<file path="config.mk">
export PLATFORM = sky130hd
export DESIGN_NAME = im_axi_read_slave
export DESIGN_NICKNAME = d
export VERILOG_FILES = /design/src/rtl/im_axi_read_slave_pkg.sv /design/src/rtl/im_axi_read_slave_burst_addr_gen.sv /design/src/rtl/im_axi_read_slave.sv
export SDC_FILE = /design/constraint.sdc
export NUM_CORES = 1
export LEC_CHECK = 0
export ABC_AREA = 1
export CAP_MARGIN = 25
export CORE_ASPECT_RATIO = 1.25
export CORE_MARGIN = 2
export CORE_UTILIZATION = 53
export CTS_BUF_LIST = sky130_fd_sc_hd__clkbuf_4
export DETAILED_ROUTE_END_ITERATION = 6
export GPL_TIMING_DRIVEN = 0
export PLACE_DENSITY_LB_ADDON = 0.05
export SETUP_SLACK_MARGIN = 0.2
export SLEW_MARGIN = 20
export SYNTH_ARGS = -nofsm -noshare
export SYNTH_HDL_FRONTEND = slang
export SYNTH_SLANG_ARGS = --single-unit
</file>
<file path="constraint.sdc">
create_clock -name clk -period 2.65 [get_ports clk]
set_clock_uncertainty 0.15 [all_clocks]
set_input_delay 0.265 -clock clk [delete_from_list [all_inputs] [get_ports clk]]
set_output_delay 0.265 -clock clk [all_outputs]
set_load 0.01 [all_outputs]
</file>
<file path="src/rtl/im_axi_read_slave_pkg.sv">
// Shared AXI definitions: bus width macros, read-slave state encoding,
// response codes and burst types.
`ifndef AXI_IDS_BITS
`define AXI_IDS_BITS 8
`endif
`ifndef AXI_ADDR_BITS
`define AXI_ADDR_BITS 32
`endif
`ifndef AXI_LEN_BITS
`define AXI_LEN_BITS 4
`endif
`ifndef AXI_SIZE_BITS
`define AXI_SIZE_BITS 3
`endif
`ifndef AXI_DATA_BITS
`define AXI_DATA_BITS 32
`endif

package im_axi_read_slave_pkg;
    localparam int AXI_IDS_BITS  = `AXI_IDS_BITS;
    localparam int AXI_ADDR_BITS = `AXI_ADDR_BITS;
    localparam int AXI_LEN_BITS  = `AXI_LEN_BITS;
    localparam int AXI_SIZE_BITS = `AXI_SIZE_BITS;
    localparam int AXI_DATA_BITS = `AXI_DATA_BITS;

    typedef enum logic [1:0] {
        S_IDLE  = 2'd0,
        S_FETCH = 2'd1,
        S_SEND  = 2'd2
    } rd_state_e;

    localparam logic [1:0] RESP_OKAY   = 2'b00;
    localparam logic [1:0] RESP_SLVERR = 2'b10;
    localparam logic [1:0] RESP_DECERR = 2'b11;

    localparam logic [1:0] BURST_FIXED = 2'b00;
    localparam logic [1:0] BURST_INCR  = 2'b01;
    localparam logic [1:0] BURST_WRAP  = 2'b10;
    localparam logic [1:0] BURST_RSVD  = 2'b11;

    localparam logic [AXI_SIZE_BITS-1:0] SIZE_4B = 3'b010;
endpackage

</file>
<file path="src/rtl/im_axi_read_slave_burst_addr_gen.sv">
// Next-beat byte address for 4-byte beats under FIXED, INCR and WRAP bursts.
module axi_burst_addr_gen
    import im_axi_read_slave_pkg::*;
(
    input  logic [AXI_ADDR_BITS-1:0] i_addr,
    input  logic [AXI_LEN_BITS-1:0]  i_len,
    input  logic [1:0]               i_burst,
    output logic [AXI_ADDR_BITS-1:0] o_next_addr
);
    logic [AXI_ADDR_BITS-1:0] w_incr;
    logic [AXI_ADDR_BITS-1:0] w_mask;

    assign w_incr = i_addr + AXI_ADDR_BITS'(4);
    // Wrap window is (LEN+1) beats of 4 bytes; mask selects the offset inside it.
    assign w_mask = ((AXI_ADDR_BITS'(i_len) + AXI_ADDR_BITS'(1)) << 2) - AXI_ADDR_BITS'(1);

    always_comb begin
        o_next_addr = i_addr;
        case (i_burst)
            BURST_INCR: o_next_addr = w_incr;
            BURST_WRAP: o_next_addr = (i_addr & ~w_mask) | (w_incr & w_mask);
            default:    o_next_addr = i_addr;
        endcase
    end
endmodule

</file>
<file path="src/rtl/im_axi_read_slave.sv">
// Single-outstanding AXI read slave in front of a one-cycle-latency word memory.
// Each beat is a FETCH (memory read) followed by a SEND (R channel hold).
module im_axi_read_slave
    import im_axi_read_slave_pkg::*;
#(
    parameter int  MEM_WORDS = 16384,
    localparam int MAW       = $clog2(MEM_WORDS)
) (
    input  logic                     clk,
    input  logic                     rstn,
    input  logic [AXI_IDS_BITS-1:0]  ARID_S,
    input  logic [AXI_ADDR_BITS-1:0] ARADDR_S,
    input  logic [AXI_LEN_BITS-1:0]  ARLEN_S,
    input  logic [AXI_SIZE_BITS-1:0] ARSIZE_S,
    input  logic [1:0]               ARBURST_S,
    input  logic                     ARVALID_S,
    output logic                     ARREADY_S,
    output logic [AXI_IDS_BITS-1:0]  RID_S,
    output logic [AXI_DATA_BITS-1:0] RDATA_S,
    output logic [1:0]               RRESP_S,
    output logic                     RLAST_S,
    output logic                     RVALID_S,
    input  logic                     RREADY_S,
    output logic                     mem_cs,
    output logic [MAW-1:0]           mem_addr,
    input  logic [31:0]              mem_dout
);
    rd_state_e                r_state;
    logic [AXI_ADDR_BITS-1:0] r_addr;
    logic [AXI_LEN_BITS-1:0]  r_len;
    logic [AXI_LEN_BITS-1:0]  r_cnt;
    logic [1:0]               r_burst;
    logic                     r_err;
    logic                     r_pend;
    logic [1:0]               r_resp;

    logic [AXI_ADDR_BITS-1:0] w_next_addr;
    logic [AXI_ADDR_BITS-1:0] w_fetch_addr;
    logic [AXI_ADDR_BITS-3:0] w_fetch_word;
    logic                     w_ar_hs;
    logic                     w_r_hs;
    logic                     w_ar_illegal;
    logic                     w_fetch_err;
    logic                     w_fetch_oor;
    logic [1:0]               w_fetch_resp;

    axi_burst_addr_gen u_addr_gen (
        .i_addr      (r_addr),
        .i_len       (r_len),
        .i_burst     (r_burst),
        .o_next_addr (w_next_addr)
    );

    assign w_ar_hs      = ARVALID_S && ARREADY_S;
    assign w_r_hs       = RVALID_S && RREADY_S;
    assign w_ar_illegal = (ARSIZE_S != SIZE_4B) || (ARBURST_S == BURST_RSVD);

    // The beat about to be fetched: first beat straight from AR, later beats from the address generator.
    assign w_fetch_addr = (r_state == S_IDLE) ? ARADDR_S : w_next_addr;
    assign w_fetch_err  = (r_state == S_IDLE) ? w_ar_illegal : r_err;
    assign w_fetch_word = w_fetch_addr[AXI_ADDR_BITS-1:2];
    assign w_fetch_oor  = w_fetch_word >= (AXI_ADDR_BITS-2)'(MEM_WORDS);
    assign w_fetch_resp = w_fetch_err ? RESP_SLVERR :
                          w_fetch_oor ? RESP_DECERR : RESP_OKAY;

    always_ff @(posedge clk or negedge rstn) begin
        if (!rstn) begin
            r_state   <= S_IDLE;
            ARREADY_S <= 1'b0;
            RVALID_S  <= 1'b0;
            RLAST_S   <= 1'b0;
            RDATA_S   <= '0;
            RID_S     <= '0;
            RRESP_S   <= RESP_OKAY;
            mem_cs    <= 1'b0;
            mem_addr  <= '0;
            r_addr    <= '0;
            r_len     <= '0;
            r_cnt     <= '0;
            r_burst   <= '0;
            r_err     <= 1'b0;
            r_pend    <= 1'b0;
            r_resp    <= RESP_OKAY;
        end else begin
            mem_cs <= 1'b0;
            case (r_state)
                S_IDLE: begin
                    if (w_ar_hs) begin
                        ARREADY_S <= 1'b0;
                        RID_S     <= ARID_S;
                        r_addr    <= ARADDR_S;
                        r_len     <= ARLEN_S;
                        r_burst   <= ARBURST_S;
                        r_err     <= w_ar_illegal;
                        r_cnt     <= '0;
                        mem_cs    <= (w_fetch_resp == RESP_OKAY);
                        mem_addr  <= w_fetch_addr[MAW+1:2];
                        r_resp    <= w_fetch_resp;
                        r_state   <= S_FETCH;
                    end else begin
                        ARREADY_S <= 1'b1;
                    end
                end
                S_FETCH: begin
                    r_pend  <= 1'b1;
                    r_state <= S_SEND;
                end
                S_SEND: begin
                    // First SEND cycle waits for mem_dout; the beat is presented from the next edge on.
                    if (r_pend) begin
                        r_pend   <= 1'b0;
                        RVALID_S <= 1'b1;
                        RRESP_S  <= r_resp;
                        RDATA_S  <= (r_resp == RESP_OKAY) ? mem_dout : '0;
                        RLAST_S  <= (r_cnt == r_len);
                    end else if (w_r_hs) begin
                        RVALID_S <= 1'b0;
                        RLAST_S  <= 1'b0;
                        if (RLAST_S) begin
                            ARREADY_S <= 1'b1;
                            r_state   <= S_IDLE;
                        end else begin
                            r_cnt    <= r_cnt + 1'b1;
                            r_addr   <= w_next_addr;
                            mem_cs   <= (w_fetch_resp == RESP_OKAY);
                            mem_addr <= w_fetch_addr[MAW+1:2];
                            r_resp   <= w_fetch_resp;
                            r_state  <= S_FETCH;
                        end
                    end
                end
                default: r_state <= S_IDLE;
            endcase
        end
    end
endmodule
</file>
* After elaboration in Yosys (flattened, before gate mapping)
Index checks and enable logic that the tools add are counted.
** Word-level totals
- Bits in registers :: 108
- Output and inout port bits :: 60
** Operators by class
- Add/subtract/negate cells :: 4
- Magnitude comparators :: 1
- Equal/unequal tests :: 12
- Muxes and demuxes :: 45
- Bitwise gates (word level) :: 4
- Reductions and logical operators :: 15
** Operator list (count)
- $mux 32 :: 6
- $pmux 32 s2 :: 2
- $and 32x32->32 :: 2
- $mux 14 :: 4
- $add 32x3->32 const B :: 1
- $not 32->32 :: 1
- $or 32x32->32 :: 1
- $sub 32x1->32 const B :: 1
- $ge 30x15->1 const B :: 1
- $pmux 14 s2 :: 1
- $mux 2 :: 9
- $mux 4 :: 4
- $mux 1 :: 13
- $ne 2x2->1 const B :: 5
- $pmux 4 s2 :: 1
- $eq 2x2->1 const B :: 3
- $logic_not 2->1 :: 3
- $pmux 1 s2 :: 3
- $pmux 2 s3 :: 1
- $reduce_and 2->1 :: 3
- $reduce_bool 2->1 :: 3
- $add 4x1->5 const B :: 1
- $reduce_and 5->1 :: 1
- $add 4x1->4 const B :: 1
- 8 further kinds :: 10

* Depth between registers and ports, before layout
Gate-level depths: netlist (run 1).
- Word-level depth :: 15
- Gate-level depth with buffers :: 22
- Mapped depth without buffers :: 22

* Cells and area by module
From an unflattened synthesis (run 1), not the netlist that was laid out.
** Second synthesis, totals
- Cells, all modules :: 1006
- Area total of the unflattened synthesis :: 6988.0 µm²
** By module, submodules not included
- im_axi_read_slave :: instances 1, cells each 545, area each 4966.0 µm², seq. area each 2702.6 µm²
- axi_burst_addr_gen :: instances 1, cells each 461, area each 2021.9 µm², seq. area each 0.0 µm²

* Worst setup path after synthesis (run 1)
Ideal clock, no wire load.
- Path type :: register to register
- Start point :: register r_len[0]
- End point :: register r_resp[0]
- Data arrival time :: 2.121 ns
- Required time :: 2.384 ns
- Path slack :: 0.263 ns
- Stages on the path, launching flop included :: 23
- Path buffers :: 0
- Clock period less this slack :: 2.387 ns
- Cells stage by stage :: dfrtp_1 ha_1 inv_1 nand2_1 nand2_2 inv_1 nand2_1 nor2_1 ha_1 nor2_1 nor2_1 nand2_1 inv_1 nand3_1 o21ai_1 nand2_1 nand2_1 nor2_1 nand2_1 nor2_2 nand2_1 nand2_1 nand2_1
** Between the ends
- Cells in the longest elaborated chain, start to end :: 14
** Ends and longest elaborated chain
- from (decl) :: line im_axi_read_slave.sv:30 : logic [AXI_LEN_BITS-1:0] r_len;
- from (signal assigned) :: line im_axi_read_slave.sv:78 : r_len <= '0;
- from (signal assigned) :: line im_axi_read_slave.sv:92 : r_len <= ARLEN_S;
- $add 4x1->5 * :: line im_axi_read_slave_burst_addr_gen.sv:15 : assign w_mask = ((AXI_ADDR_BITS'(i_len) + AXI_ADDR_BITS'(1)) << 2) - AXI_ADDR_BITS'(1);
- $sub 32x1->32 * :: line im_axi_read_slave_burst_addr_gen.sv:15
- $not 32->32 :: line im_axi_read_slave_burst_addr_gen.sv:21 : BURST_WRAP: o_next_addr = (i_addr & ~w_mask) | (w_incr & w_mask);
- $and 32x32->32 :: line im_axi_read_slave_burst_addr_gen.sv:21
- $or 32x32->32 * :: line im_axi_read_slave_burst_addr_gen.sv:21
- $pmux 32 s2 * :: line im_axi_read_slave_burst_addr_gen.sv:19 : case (i_burst)
- $mux 32 * :: line im_axi_read_slave.sv:59 : assign w_fetch_addr = (r_state == S_IDLE) ? ARADDR_S : w_next_addr;
- $ge 30x15->1 * :: line im_axi_read_slave.sv:62 : assign w_fetch_oor = w_fetch_word >= (AXI_ADDR_BITS-2)'(MEM_WORDS);
- $mux 2 * :: line im_axi_read_slave.sv:64 : w_fetch_oor ? RESP_DECERR : RESP_OKAY;
- $mux 2 * :: line im_axi_read_slave.sv:63 : assign w_fetch_resp = w_fetch_err ? RESP_SLVERR :
- $mux 2 :: line im_axi_read_slave.sv:119 : if (RLAST_S) begin
- $mux 2 :: line im_axi_read_slave.sv:116 : end else if (w_r_hs) begin
- $mux 2 :: line im_axi_read_slave.sv:110 : if (r_pend) begin
- $pmux 2 s2 * :: line im_axi_read_slave.sv:86 : case (r_state)
- to (signal assigned) :: line im_axi_read_slave.sv:98 : r_resp <= w_fetch_resp;
- to (signal assigned) :: line im_axi_read_slave.sv:127 : r_resp <= w_fetch_resp;
- to (decl) :: line im_axi_read_slave.sv:35 : logic [1:0] r_resp;
Mark *: on every way between the ends. The rest lies on a longest branch, timed or not. The select of a mux whose other input is x is not followed.
A chain may end at the register's enable or synchronous reset.

* Worst setup path in the final report (run 1)
Ends and elaborated chain as after synthesis.

==> report_table.html, run 1 <==
<table>
<tr><th>Metric</th><th>Value</th></tr>
<tr><th colspan="2">Pwr</th></tr>
<tr><td>Leak pwr</td><td>~4 nW</td></tr>
<tr><td>Sw Share</td><td>roughly half</td></tr>
<tr><td>Internal power component</td><td>5.30 mW</td></tr>
<tr><td>Maximum VDD drop</td><td>between 0.0005 and 0.0006 V</td></tr>
<tr><td>Pwr/cell area</td><td>1210 nW/um^2</td></tr>
<tr><td>Combinational share of power</td><td>between 60 and 70%</td></tr>
<tr><td>Part of the total power dissipated in the clock network</td><td>under 10%</td></tr>
<tr><td>Switching power of the nets</td><td>between 5 and 6 mW</td></tr>
<tr><td>Register share of total power</td><td>approximately a quarter</td></tr>
<tr><th colspan="2">Global routing</th></tr>
<tr><td>Via count of the first global-routing pass</td><td>7183</td></tr>
<tr><td>Initial antenna violation count</td><td>0</td></tr>
<tr><td>Global-route wire length before repair</td><td>34900 um</td></tr>
<tr><td>Total grt overflow</td><td>0</td></tr>
<tr><td>Maximum number of pins on one net before global-route repair</td><td>63</td></tr>
<tr><td>All-Layer GR Usage</td><td>roughly 34%</td></tr>
<tr><th colspan="2">Clocking</th></tr>
<tr><td>Clock slew seen by the registers of the worst setup and hold paths</td><td>between 0.15 and 0.2 ns</td></tr>
<tr><td>TritonCTS Buffers</td><td>9</td></tr>
<tr><td>Clock tree root buffer cell</td><td>sky130_fd_sc_hd__clkbuf_4</td></tr>
<tr><td>Clock Latency Late Sink</td><td>roughly 0.5 ns</td></tr>
<tr><td>Clk buf depth</td><td>2</td></tr>
<tr><td>Number of sinks driven by the clock tree</td><td>106</td></tr>
<tr><td>Htree depth</td><td>3</td></tr>
<tr><td>TritonCTS clock tree</td><td>done</td></tr>
<tr><th colspan="2">Timing</th></tr>
<tr><td>Aggregate negative setup slack</td><td>0 ns</td></tr>
<tr><td>Number of hold-slack violations in the final timing report</td><td>0</td></tr>
<tr><td>Final critical-path required period</td><td>between 2 and 3 ns</td></tr>
<tr><td>Period Utilization, post-route</td><td>between 90% and 100%</td></tr>
<tr><td>Unrepaired setup endpoints after global routing</td><td>true</td></tr>
<tr><td>Tightest slew margin relative to the limit</td><td>35.4%</td></tr>
<tr><td>Slew @ Worst Pin</td><td>0.969 ns</td></tr>
<tr><td>Final setup violating endpoints</td><td>0</td></tr>
<tr><td>Fmax</td><td>0.382 GHz</td></tr>
<tr><td>Count of final max-slew check failures</td><td>0</td></tr>
<tr><th colspan="2">Worst setup path</th></tr>
<tr><td>Worst stage delay on the critical path</td><td>around 0.5 ns</td></tr>
<tr><td>Startpoint of the worst-slack reg-to-reg timing path</td><td>r_len[0]</td></tr>
<tr><td>Worst EP arrival</td><td>a little under 3 ns</td></tr>
<tr><td>Required time at the endpoint of the critical path</td><td>about 2.9 ns</td></tr>
<tr><td>Slowest-stage cell, CP</td><td>sky130_fd_sc_hd__dfrtp_2</td></tr>
<tr><td>Endpoint class of the critical path</td><td>flop</td></tr>
<tr><td>Kind of critical path</td><td>reg -&gt; reg</td></tr>
<tr><td>Highest net fanout along the worst path</td><td>4</td></tr>
<tr><td>CP Launch Point</td><td>r_len[0]</td></tr>
<tr><td>Worst-path cell chain</td><td>buf_6 -&gt; ha_4 -&gt; inv_2 -&gt; nand2_2 -&gt; nor2_4 -&gt; nand3_4 -&gt; buf_6 -&gt; nand3_2 -&gt; nand2_1 -&gt; inv_1 -&gt; nand2_2 -&gt; nand3_2 -&gt; nand2_1 -&gt; nor2_1 -&gt; nand2_1 -&gt; nor2_4 -&gt; nand2_2 -&gt; nand2_2 -&gt; nand2_1</td></tr>
<tr><td>Startpoint types</td><td>flop</td></tr>
<tr><th colspan="2">Synth</th></tr>
<tr><td>Largest cells by area after synthesis</td><td>sky130_fd_sc_hd__dfrtp_1 (41%), sky130_fd_sc_hd__nand2_1 (14%), sky130_fd_sc_hd__o21ai_0 (7.7%)</td></tr>
<tr><td>Synth Area in Compound Gates</td><td>19.6%</td></tr>
<tr><td>Post-synthesis instance total</td><td>about 900</td></tr>
<tr><td>Synth warnings</td><td>0</td></tr>
<tr><td>Async set or reset register ratio after synthesis</td><td>between 90% and 100%</td></tr>
<tr><td>Synth Area in Simple Gates</td><td>about 29%</td></tr>
<tr><td>Area share of the leading cell type in the synthesized netlist</td><td>40.8%</td></tr>
<tr><td>Portion of the post-synthesis area used by sequential elements</td><td>between 40% and 50%</td></tr>
<tr><td>Adder-cell share of the synthesized area</td><td>between 2 and 2.5%</td></tr>
<tr><td>FF+latch count, synth</td><td>around 110</td></tr>
<tr><td>Synthesized area divided by synthesized cell count</td><td>between 7 and 8 sq um</td></tr>
<tr><td>Area leader, netlist</td><td>sky130_fd_sc_hd__dfrtp_1</td></tr>
<tr><td>Net count after synthesis</td><td>between 900 and 1k</td></tr>
<tr><td>Share of the synthesized netlist area taken by xor and xnor gates</td><td>less than 1%</td></tr>
<tr><td>EDFF count, synth</td><td>0</td></tr>
<tr><td>Number of unique standard cell types used by synthesis</td><td>just over 40</td></tr>
<tr><td>Main combinational cell family by area after synthesis</td><td>simple AND/OR/NAND/NOR gates</td></tr>
<tr><td>Commonest register cell after synthesis</td><td>sky130_fd_sc_hd__dfrtp_1</td></tr>
<tr><td>Share of synthesized area spent on multiplexers</td><td>0.308%</td></tr>
<tr><td>Synth Cell Area</td><td>6490 sq um</td></tr>
<tr><th colspan="2">Floorplan</th></tr>
<tr><td>Placeable core area</td><td>~12000 sq um</td></tr>
<tr><td>Die Span Y</td><td>128 um</td></tr>
<tr><td>Total die area</td><td>13200 sq um</td></tr>
<tr><td>Count of boundary I/O pins</td><td>around 150</td></tr>
<tr><td>Initial cell density of the core</td><td>between 50% and 60%</td></tr>
<tr><td>Total number of placement rows</td><td>45</td></tr>
<tr><td>Die Span X</td><td>103 um</td></tr>
<tr><th colspan="2">Place</th></tr>
<tr><td>Placed standard-cell area</td><td>about 8200 sq um</td></tr>
<tr><td>Detail Placement HPWL</td><td>15900 um</td></tr>
<tr><td>Final GP Congestion</td><td>1.03</td></tr>
<tr><td>Number of buffer cells added on primary ports</td><td>approximately 140</td></tr>
<tr><th colspan="2">Cells and area</th></tr>
<tr><td>Most used cells in the layout excluding fill and tap cells</td><td>sky130_fd_sc_hd__nand2_1 (228), sky130_fd_sc_hd__clkdlybuf4s50_1 (141), sky130_fd_sc_hd__dfrtp_1 (104), sky130_fd_sc_hd__o21ai_0 (88), sky130_fd_sc_hd__nor2_1 (84)</td></tr>
<tr><td>Antenna diodes</td><td>0</td></tr>
<tr><td>Area added between synthesis and finish</td><td>39.3%</td></tr>
<tr><td>Fill cell count</td><td>between 1k and 1.5k</td></tr>
<tr><td>Nets</td><td>around 1.2k</td></tr>
<tr><td>Leading cell type in the layout, fill and taps excluded</td><td>sky130_fd_sc_hd__nand2_1</td></tr>
<tr><td>Finished Cell Area</td><td>between 9000 and 10000 sq um</td></tr>
<tr><td>Share of layout cells above drive strength 1</td><td>between 15 and 20%</td></tr>
<tr><th colspan="2">Drt</th></tr>
<tr><td>DRT met1 WL</td><td>8260 um</td></tr>
<tr><td>Total met3 wirelength after detailed routing</td><td>around 1800 um</td></tr>
<tr><td>Average via count per standard cell</td><td>just under 6</td></tr>
<tr><td>Drt total wl</td><td>around 22000 um</td></tr>
<tr><td>Remaining design rule violation count</td><td>0</td></tr>
<tr><td>First-pass iteration count of the detailed router</td><td>5</td></tr>
<tr><td>Total via count after detailed routing</td><td>between 7k and 8k</td></tr>
<tr><td>DRC marker count from the first detailed-route iteration</td><td>561</td></tr>
<tr><td>Detail-routed net length per standard cell</td><td>between 15 and 20 um</td></tr>
<tr><td>Detailed-routed wire length on met2</td><td>between 10000 and 15000 um</td></tr>
<tr><td>Highest layer used for signal routing</td><td>met4</td></tr>
<tr><td>Number of nets with antenna violations after routing</td><td>0</td></tr>
<tr><th colspan="2">Worst hold path</th></tr>
<tr><td>Class of the worst hold path</td><td>in -&gt; async</td></tr>
<tr><th colspan="2">Run</th></tr>
<tr><td>Reported max-cap violation count</td><td>0</td></tr>
<tr><th colspan="2">Status</th></tr>
<tr><td>Status</td><td>completed</td></tr>
</table>
==> state kept, by name (all words and copies together), names as in the netlist <==
signal / cells
r_addr: 30
RLAST_S: 1
r_burst: 2
mem_cs: 1
ARREADY_S: 1
r_state: 2
r_resp: 2
mem_addr: 14
r_err: 1
r_len: 4
RDATA_S: 32
r_pend: 1
RRESP_S: 2
RID_S: 8
RVALID_S: 1
r_cnt: 4
==> kinds of logic (layout without fill, tap and decap cells) <==
kind of cell	Yosys count	in the layout
compound gates	207	207
xor+xnor	6	6
fa+ha+maj	11	11
buf+inv	125	321
flops	106	106
mux	2	2
simple gates	446	446
==> synth_stat cells, drive strengths merged (6+ instances only) <==
| library cell | count |
|---|---|
| nand2 | 253 |
| nor2 | 110 |
| dfrtp | 106 |
| o21ai | 106 |
| inv | 79 |
| nand3 | 63 |
| a32o | 32 |
| a21oi | 31 |
| clkbuf | 31 |
| o22ai | 21 |
| buf | 13 |
| ha | 11 |
| nor3 | 10 |
| nand4 | 6 |
| xor2 | 6 |
==> stage by stage <==
| stage | hold WS [ns] | utilization, % | total power [mW] | std cells | worst slack [ns] |
|---|---|---|---|---|---|
| 4_1_cts | 0.0760 | 72.6 | 10.2 | 1253 | 0.0953 |
| 5_1_grt | 0.105 | 75.1 | 11.7 | 1263 | -0.0592 |
| 3_5_place_dp | 0.0704 | 67.6 | 8.49 | 1210 | -0.479 |
| 3_3_place_gp | 0.304 | 67.4 | 8.39 | 1209 | -3.06 |
| 6_report | 0.0530 | 75.1 | 11.0 | 1263 | 0.0324 |
| 2_1_floorplan | -0.181 | - | 6.39 | 903 | 0.263 |
==> routing by layer <==
| metal | vias up | GRT usage, % |
|---|---|---|
| li1 | 3410 | - |
| met1 | 3492 | 41.1 |
| met2 | 383 | 55.9 |
| met3 | 126 | 7.25 |
| met4 | 0 | 20.5 |
| met5 | - | 0 |
==> critical path: cells and delay by family (launching register included) <==
| family | cells | cell delay [ns] |
|---|---|---|
| simple gates | 14 | 1.24 |
| flops | 1 | 0.49 |
| buf+inv | 4 | 0.42 |
| fa+ha+maj | 1 | 0.23 |
==> path summary, 6_finish.rpt <==
| check | end | slack, ns | cells after the start |
|---|---|---|---|
| worst max-delay path | r_resp[0] | 0.03 | 19 |
| worst min-delay path | r_addr[24] | 0.05 | 2 |
| worst max register to register | r_resp[0] | 0.03 | 19 |
| worst min register to register | RID_S[7] | 0.35 | 2 |
| max in group asynchronous | mem_cs | 1.62 | 3 |
| min in group clk | r_len[1] | 0.12 | 3 |
==> power groups by stage <==
stage	registers [mW]	clock network, mW	logic, mW
2_1_floorplan	2.67	0	3.72
3_3_place_gp	2.70	0	5.69
3_5_place_dp	2.70	0	5.80
4_1_cts	2.67	1.07	6.43
5_1_grt	2.75	1.13	7.83
6_report	2.70	1.06	7.20
==> final cells by class <==
cell class	instances	area, sq um	share of cell area, %
clock buffer	9	67.6	0.747
inverter	81	304	3.36
multi-input combinational	672	3690	40.7
clock inverter	7	115	1.27
timing repair buffer	180	1790	19.8
tap	164	205	2.27
buffer	44	225	2.49
sequential	106	2660	29.3
==> timing repair <==
item	4_1_cts	5_1_grt
pin swaps	28	30
setup endpoints to repair	66	68
buffers inserted	26	10
hold buffers	1	0
gates resized for setup	64	78
endpoints found under the hold margin	106	0
(Power assumes the default switching activity.)
==> inputs of run 2 (changes only) <==
- ABC_AREA: 1 -> unset
- CORE_UTILIZATION: 53 -> 52
==> run 2 against run 1 <==
  * First-iteration DRC count fell by 27%
  * Critical endpoint is now mem_cs
  * Clock-buffer cell count is the same
  * Synthesized area fell by 5.5%
  * The flow now finishes with violations (setup timing)
  * Sequential cell count stayed put
  * Largest cell class unchanged
  * Sequential share of layout area shrank 0.76 points
  * Final cell count down 19%
  * Highest routed layer unchanged
  * Register-to-register slack got worse by 0.60 ns
==> report_table.html, run 2 <==
<table>
<tr><th>Metric</th><th>Value</th></tr>
<tr><th colspan="2">Status</th></tr>
<tr><td>Status</td><td>complete, but fails checks</td></tr>
<tr><td>Violations in the final reports</td><td>setup timing</td></tr>
<tr><th colspan="2">Place</th></tr>
<tr><td>Pre-CTS setup slack</td><td>-0.780 ns</td></tr>
<tr><td>Detail Placement HPWL</td><td>between 10000 and 15000 um</td></tr>
<tr><td>Final GP Congestion</td><td>around 0.96</td></tr>
<tr><td>Number of buffer cells added on primary ports</td><td>142</td></tr>
<tr><td>Placed standard-cell area</td><td>around 7900 sq um</td></tr>
<tr><th colspan="2">Pwr</th></tr>
<tr><td>Part of the total power dissipated in the clock network</td><td>under 10%</td></tr>
<tr><td>Switching power of the nets</td><td>around 5.5 mW</td></tr>
<tr><td>Sw Share</td><td>a little under half</td></tr>
<tr><td>Overall power of the completed layout</td><td>between 10 and 15 mW</td></tr>
<tr><td>Leak pwr</td><td>3.93 nW</td></tr>
<tr><td>Register share of total power</td><td>between 20% and 30%</td></tr>
<tr><td>Combinational share of power</td><td>approximately 68%</td></tr>
<tr><td>Maximum VDD drop</td><td>approximately 0.0007 V</td></tr>
<tr><td>Internal power component</td><td>6.10 mW</td></tr>
<tr><td>Pwr/cell area</td><td>1250 nW/um^2</td></tr>
<tr><th colspan="2">Clocking</th></tr>
<tr><td>Clock Latency Late Sink</td><td>approximately 0.54 ns</td></tr>
<tr><td>TritonCTS clock tree</td><td>done</td></tr>
<tr><td>Clock slew seen by the registers of the worst setup and hold paths</td><td>around 0.18 ns</td></tr>
<tr><td>Clock tree root buffer cell</td><td>sky130_fd_sc_hd__clkbuf_4</td></tr>
<tr><td>Number of sinks driven by the clock tree</td><td>106</td></tr>
<tr><td>Htree depth</td><td>3</td></tr>
<tr><td>Clk buf depth</td><td>2</td></tr>
<tr><td>TritonCTS Buffers</td><td>9</td></tr>
<tr><th colspan="2">Global routing</th></tr>
<tr><td>Maximum number of pins on one net before global-route repair</td><td>74</td></tr>
<tr><td>Via count of the first global-routing pass</td><td>~6.6k</td></tr>
<tr><td>Global-route wire length before repair</td><td>33100 um</td></tr>
<tr><td>All-Layer GR Usage</td><td>between 30% and 40%</td></tr>
<tr><td>Met1 demand-to-capacity share in global routing</td><td>39.1%</td></tr>
<tr><td>Met3 routing resource usage after global routing</td><td>about 6.0%</td></tr>
<tr><td>Initial antenna violation count</td><td>0</td></tr>
<tr><td>Total grt overflow</td><td>0</td></tr>
<tr><td>Grt met2 use</td><td>about 55%</td></tr>
<tr><td>Layer carrying the most global-route usage</td><td>met2</td></tr>
<tr><th colspan="2">Floorplan</th></tr>
<tr><td>Total die area</td><td>between 10000 and 15000 sq um</td></tr>
<tr><td>Die Span X</td><td>slightly above 100 um</td></tr>
<tr><td>Initial cell density of the core</td><td>53.1%</td></tr>
<tr><td>Total number of placement rows</td><td>44</td></tr>
<tr><td>Count of boundary I/O pins</td><td>145</td></tr>
<tr><td>Placeable core area</td><td>11600 sq um</td></tr>
<tr><td>Die Span Y</td><td>126 um</td></tr>
<tr><th colspan="2">Timing</th></tr>
<tr><td>Period Utilization, post-route</td><td>121%</td></tr>
<tr><td>Unrepaired setup endpoints after global routing</td><td>true</td></tr>
<tr><td>Worst-case setup margin in the final layout</td><td>-0.566 ns</td></tr>
<tr><td>Worst slack on hold paths</td><td>between 0.0015 and 0.002 ns</td></tr>
<tr><td>Aggregate negative setup slack</td><td>-6.18 ns</td></tr>
<tr><td>Fmax</td><td>just over 0.3 GHz</td></tr>
<tr><td>Slew @ Worst Pin</td><td>0.809 ns</td></tr>
<tr><td>Count of final max-slew check failures</td><td>0</td></tr>
<tr><td>Final setup violating endpoints</td><td>27</td></tr>
<tr><td>Final critical-path required period</td><td>between 3 and 4 ns</td></tr>
<tr><td>Number of hold-slack violations in the final timing report</td><td>0</td></tr>
<tr><td>Tightest slew margin relative to the limit</td><td>a little under half</td></tr>
<tr><th colspan="2">Synth</th></tr>
<tr><td>Synth warnings</td><td>0</td></tr>
<tr><td>Main combinational cell family by area after synthesis</td><td>compound AO/OA/AOI/OAI gates</td></tr>
<tr><td>Synthesized area divided by synthesized cell count</td><td>9.52 sq um</td></tr>
<tr><td>Async set or reset register ratio after synthesis</td><td>100%</td></tr>
<tr><td>Top cells by count, synth</td><td>sky130_fd_sc_hd__dfrtp_1 (106), sky130_fd_sc_hd__nand2_1 (80), sky130_fd_sc_hd__o21ai_0 (54)</td></tr>
<tr><td>Most frequent cell after synthesis</td><td>sky130_fd_sc_hd__dfrtp_1</td></tr>
<tr><td>Share of synthesized area spent on multiplexers</td><td>under 10%</td></tr>
<tr><td>Net count after synthesis</td><td>741</td></tr>
<tr><td>Area share of the leading cell type in the synthesized netlist</td><td>43.2%</td></tr>
<tr><td>Post-synthesis instance total</td><td>between 600 and 700</td></tr>
<tr><td>Largest cells by area after synthesis</td><td>sky130_fd_sc_hd__dfrtp_1 (43%), sky130_fd_sc_hd__mux2i_1 (5.9%), sky130_fd_sc_hd__nand2_1 (4.9%)</td></tr>
<tr><td>Area leader, netlist</td><td>sky130_fd_sc_hd__dfrtp_1</td></tr>
<tr><td>Portion of the post-synthesis area used by sequential elements</td><td>roughly 43%</td></tr>
<tr><td>Number of unique standard cell types used by synthesis</td><td>between 70 and 80</td></tr>
<tr><td>Share of the synthesized netlist area taken by xor and xnor gates</td><td>between 1.5 and 2%</td></tr>
<tr><td>FF+latch count, synth</td><td>around 110</td></tr>
<tr><td>Synth Cell Area</td><td>slightly above 6000 sq um</td></tr>
<tr><td>Synth Area in Compound Gates</td><td>21.7%</td></tr>
<tr><td>Commonest register cell after synthesis</td><td>sky130_fd_sc_hd__dfrtp_1</td></tr>
<tr><td>Synth Area in Simple Gates</td><td>16.7%</td></tr>
<tr><td>EDFF count, synth</td><td>0</td></tr>
<tr><td>Adder-cell share of the synthesized area</td><td>between 2 and 2.5%</td></tr>
<tr><th colspan="2">Cells and area</th></tr>
<tr><td>Largest registers in the final layout</td><td>RDATA_S x32, r_addr x30, mem_addr x14</td></tr>
<tr><td>Most used cells in the layout excluding fill and tap cells</td><td>sky130_fd_sc_hd__clkdlybuf4s50_1 (141), sky130_fd_sc_hd__dfrtp_1 (94), sky130_fd_sc_hd__nand2_1 (74), sky130_fd_sc_hd__buf_4 (51), sky130_fd_sc_hd__mux2i_1 (36)</td></tr>
<tr><td>Max FFs per register</td><td>32</td></tr>
<tr><td>Leading cell type in the layout, fill and taps excluded</td><td>sky130_fd_sc_hd__clkdlybuf4s50_1</td></tr>
<tr><td>Total area of multi-input combinational cells</td><td>roughly 3800 sq um</td></tr>
<tr><td>Register name with the most flops</td><td>RDATA_S</td></tr>
<tr><td>Share of layout cells above drive strength 1</td><td>29.2%</td></tr>
<tr><td>Finished Cell Area</td><td>approximately 9300 sq um</td></tr>
<tr><td>Area added between synthesis and finish</td><td>51.9%</td></tr>
<tr><td>Nets</td><td>971</td></tr>
<tr><td>Fill cell count</td><td>roughly 710</td></tr>
<tr><td>Storage element area</td><td>between 2000 and 3000 sq um</td></tr>
<tr><td>Antenna diodes</td><td>0</td></tr>
<tr><th colspan="2">Drt</th></tr>
<tr><td>Average via count per standard cell</td><td>6.26</td></tr>
<tr><td>First-pass iteration count of the detailed router</td><td>5</td></tr>
<tr><td>Total via count after detailed routing</td><td>roughly 6.4k</td></tr>
<tr><td>DRC marker count from the first detailed-route iteration</td><td>between 400 and 500</td></tr>
<tr><td>Number of nets with antenna violations after routing</td><td>0</td></tr>
<tr><td>Detail-routed net length per standard cell</td><td>approximately 21 um</td></tr>
<tr><td>Drt total wl</td><td>between 20000 and 25000 um</td></tr>
<tr><td>Remaining design rule violation count</td><td>0</td></tr>
<tr><th colspan="2">Worst setup path</th></tr>
<tr><td>Worst EP arrival</td><td>roughly 3.5 ns</td></tr>
<tr><td>Highest net fanout along the worst path</td><td>4</td></tr>
<tr><td>Kind of critical path</td><td>reg -&gt; reg</td></tr>
<tr><td>Startpoint types</td><td>flop</td></tr>
<tr><td>Worst Reg-to-Reg Cells</td><td>15</td></tr>
<tr><td>Required time at the endpoint of the critical path</td><td>between 2 and 3 ns</td></tr>
<tr><td>Endpoint class of the critical path</td><td>flop</td></tr>
<tr><th colspan="2">Run</th></tr>
<tr><td>Reported max-cap violation count</td><td>0</td></tr>
<tr><th colspan="2">Worst hold path</th></tr>
<tr><td>Class of the worst hold path</td><td>in -&gt; async</td></tr>
</table>
==> run 2: cell types whose count changed after synthesis, moves of 8 or more <==
cell                      previous run  this run
sky130_fd_sc_hd__a32o_1             32         0
sky130_fd_sc_hd__a31oi_1             1        10
sky130_fd_sc_hd__o22ai_1            21         1
sky130_fd_sc_hd__inv_1              78        13
sky130_fd_sc_hd__nor3_1             10        18
sky130_fd_sc_hd__mux2_2              0        21
sky130_fd_sc_hd__nand2_1           247        80
sky130_fd_sc_hd__a22o_1              0        34
sky130_fd_sc_hd__nor4_1              0        10
sky130_fd_sc_hd__nand3_1            59        19
sky130_fd_sc_hd__o21ai_0           100        54
sky130_fd_sc_hd__nor2_2              9         0
sky130_fd_sc_hd__mux2i_1             2        36
sky130_fd_sc_hd__nor2_1             99        28
==> run 2: cells by family after synthesis <==
group	count (synthesis)
AOI/OAI and AO/OA	197
xor gates and xnor gates	11
adders and majority gates	11
buffers and inverters	61
DFF	106
muxes	57
and+or+nand+nor	202
==> run 2: power by group through the flow <==
| stage | logic (mW) | registers (mW) | clock network, mW |
|---|---|---|---|
| 2_1_floorplan | 3.57 | 2.69 | 0 |
| 3_3_place_gp | 5.37 | 2.67 | 0 |
| 3_5_place_dp | 5.52 | 2.71 | 0 |
| 4_1_cts | 6.86 | 2.69 | 0.967 |
| 5_1_grt | 8.43 | 2.78 | 1.04 |
| 6_report | 7.94 | 2.72 | 0.971 |
==> run 2: final cells by class <==
cell class | instances | share of cell area (%)
Buffer | 46 | 3.37
Clock buffer | 9 | 0.724
Clock inverter | 7 | 1.03
Inverter | 15 | 0.603
Multi-Input combinational cell | 479 | 41.0
Sequential cell | 106 | 28.6
Tap cell | 138 | 1.85
Timing Repair Buffer | 218 | 22.8
==> run 2: final timing paths <==
path                              start           to  slack, ns
min in group clk           mem_dout[19]  RDATA_S[19]       0.15
max                            r_len[0]       mem_cs      -0.57
max reg2reg                    r_len[0]       mem_cs      -0.57
min reg2reg                 mem_addr[0]  mem_addr[0]       0.35
min                                rstn  mem_addr[8]      0.002
max in group asynchronous          rstn     r_len[1]       1.66
==> run 2: critical path: stages (launching register included) <==
cell	delay, ns
sky130_fd_sc_hd__dfrtp_2	0.48
sky130_fd_sc_hd__buf_6	0.13
sky130_fd_sc_hd__and2_4	0.13
sky130_fd_sc_hd__xor2_1	0.14
sky130_fd_sc_hd__o22a_1	0.22
sky130_fd_sc_hd__nor2b_2	0.16
sky130_fd_sc_hd__ha_2	0.19
sky130_fd_sc_hd__buf_6	0.11
sky130_fd_sc_hd__o21ba_4	0.17
sky130_fd_sc_hd__nand2_2	0.05
sky130_fd_sc_hd__or3_4	0.32
sky130_fd_sc_hd__a22oi_2	0.22
sky130_fd_sc_hd__a2111o_1	0.15
sky130_fd_sc_hd__nor4_2	0.04
sky130_fd_sc_hd__a22o_1	0.26
sky130_fd_sc_hd__and4_1	0.20
==> run 2: stage by stage <==
| stage | std cells | utilization (%) |
|---|---|---|
| 2_1_floorplan | 645 | - |
| 3_3_place_gp | 925 | 67.9 |
| 3_5_place_dp | 926 | 68.1 |
| 4_1_cts | 990 | 76.1 |
| 5_1_grt | 1018 | 80.7 |
| 6_report | 1018 | 80.7 |
==> run 2: layer usage <==
| metal | wire, um | vias up |
|---|---|---|
| met3 | 1460 | 108 |
| met5 | 0 | - |
| met2 | 10800 | 313 |
| met4 | 1250 | 0 |
| li1 | - | 2855 |
| met1 | 7840 | 3097 |
==> run 2: repair_timing <==
action,CTS,global route
gates resized for setup,127,78
cloned,1,0
pin swaps,50,38
setup buffers,46,28
endpoints found under the setup margin,57,79
hold buffers,1,0
endpoints found under the hold margin,106,0
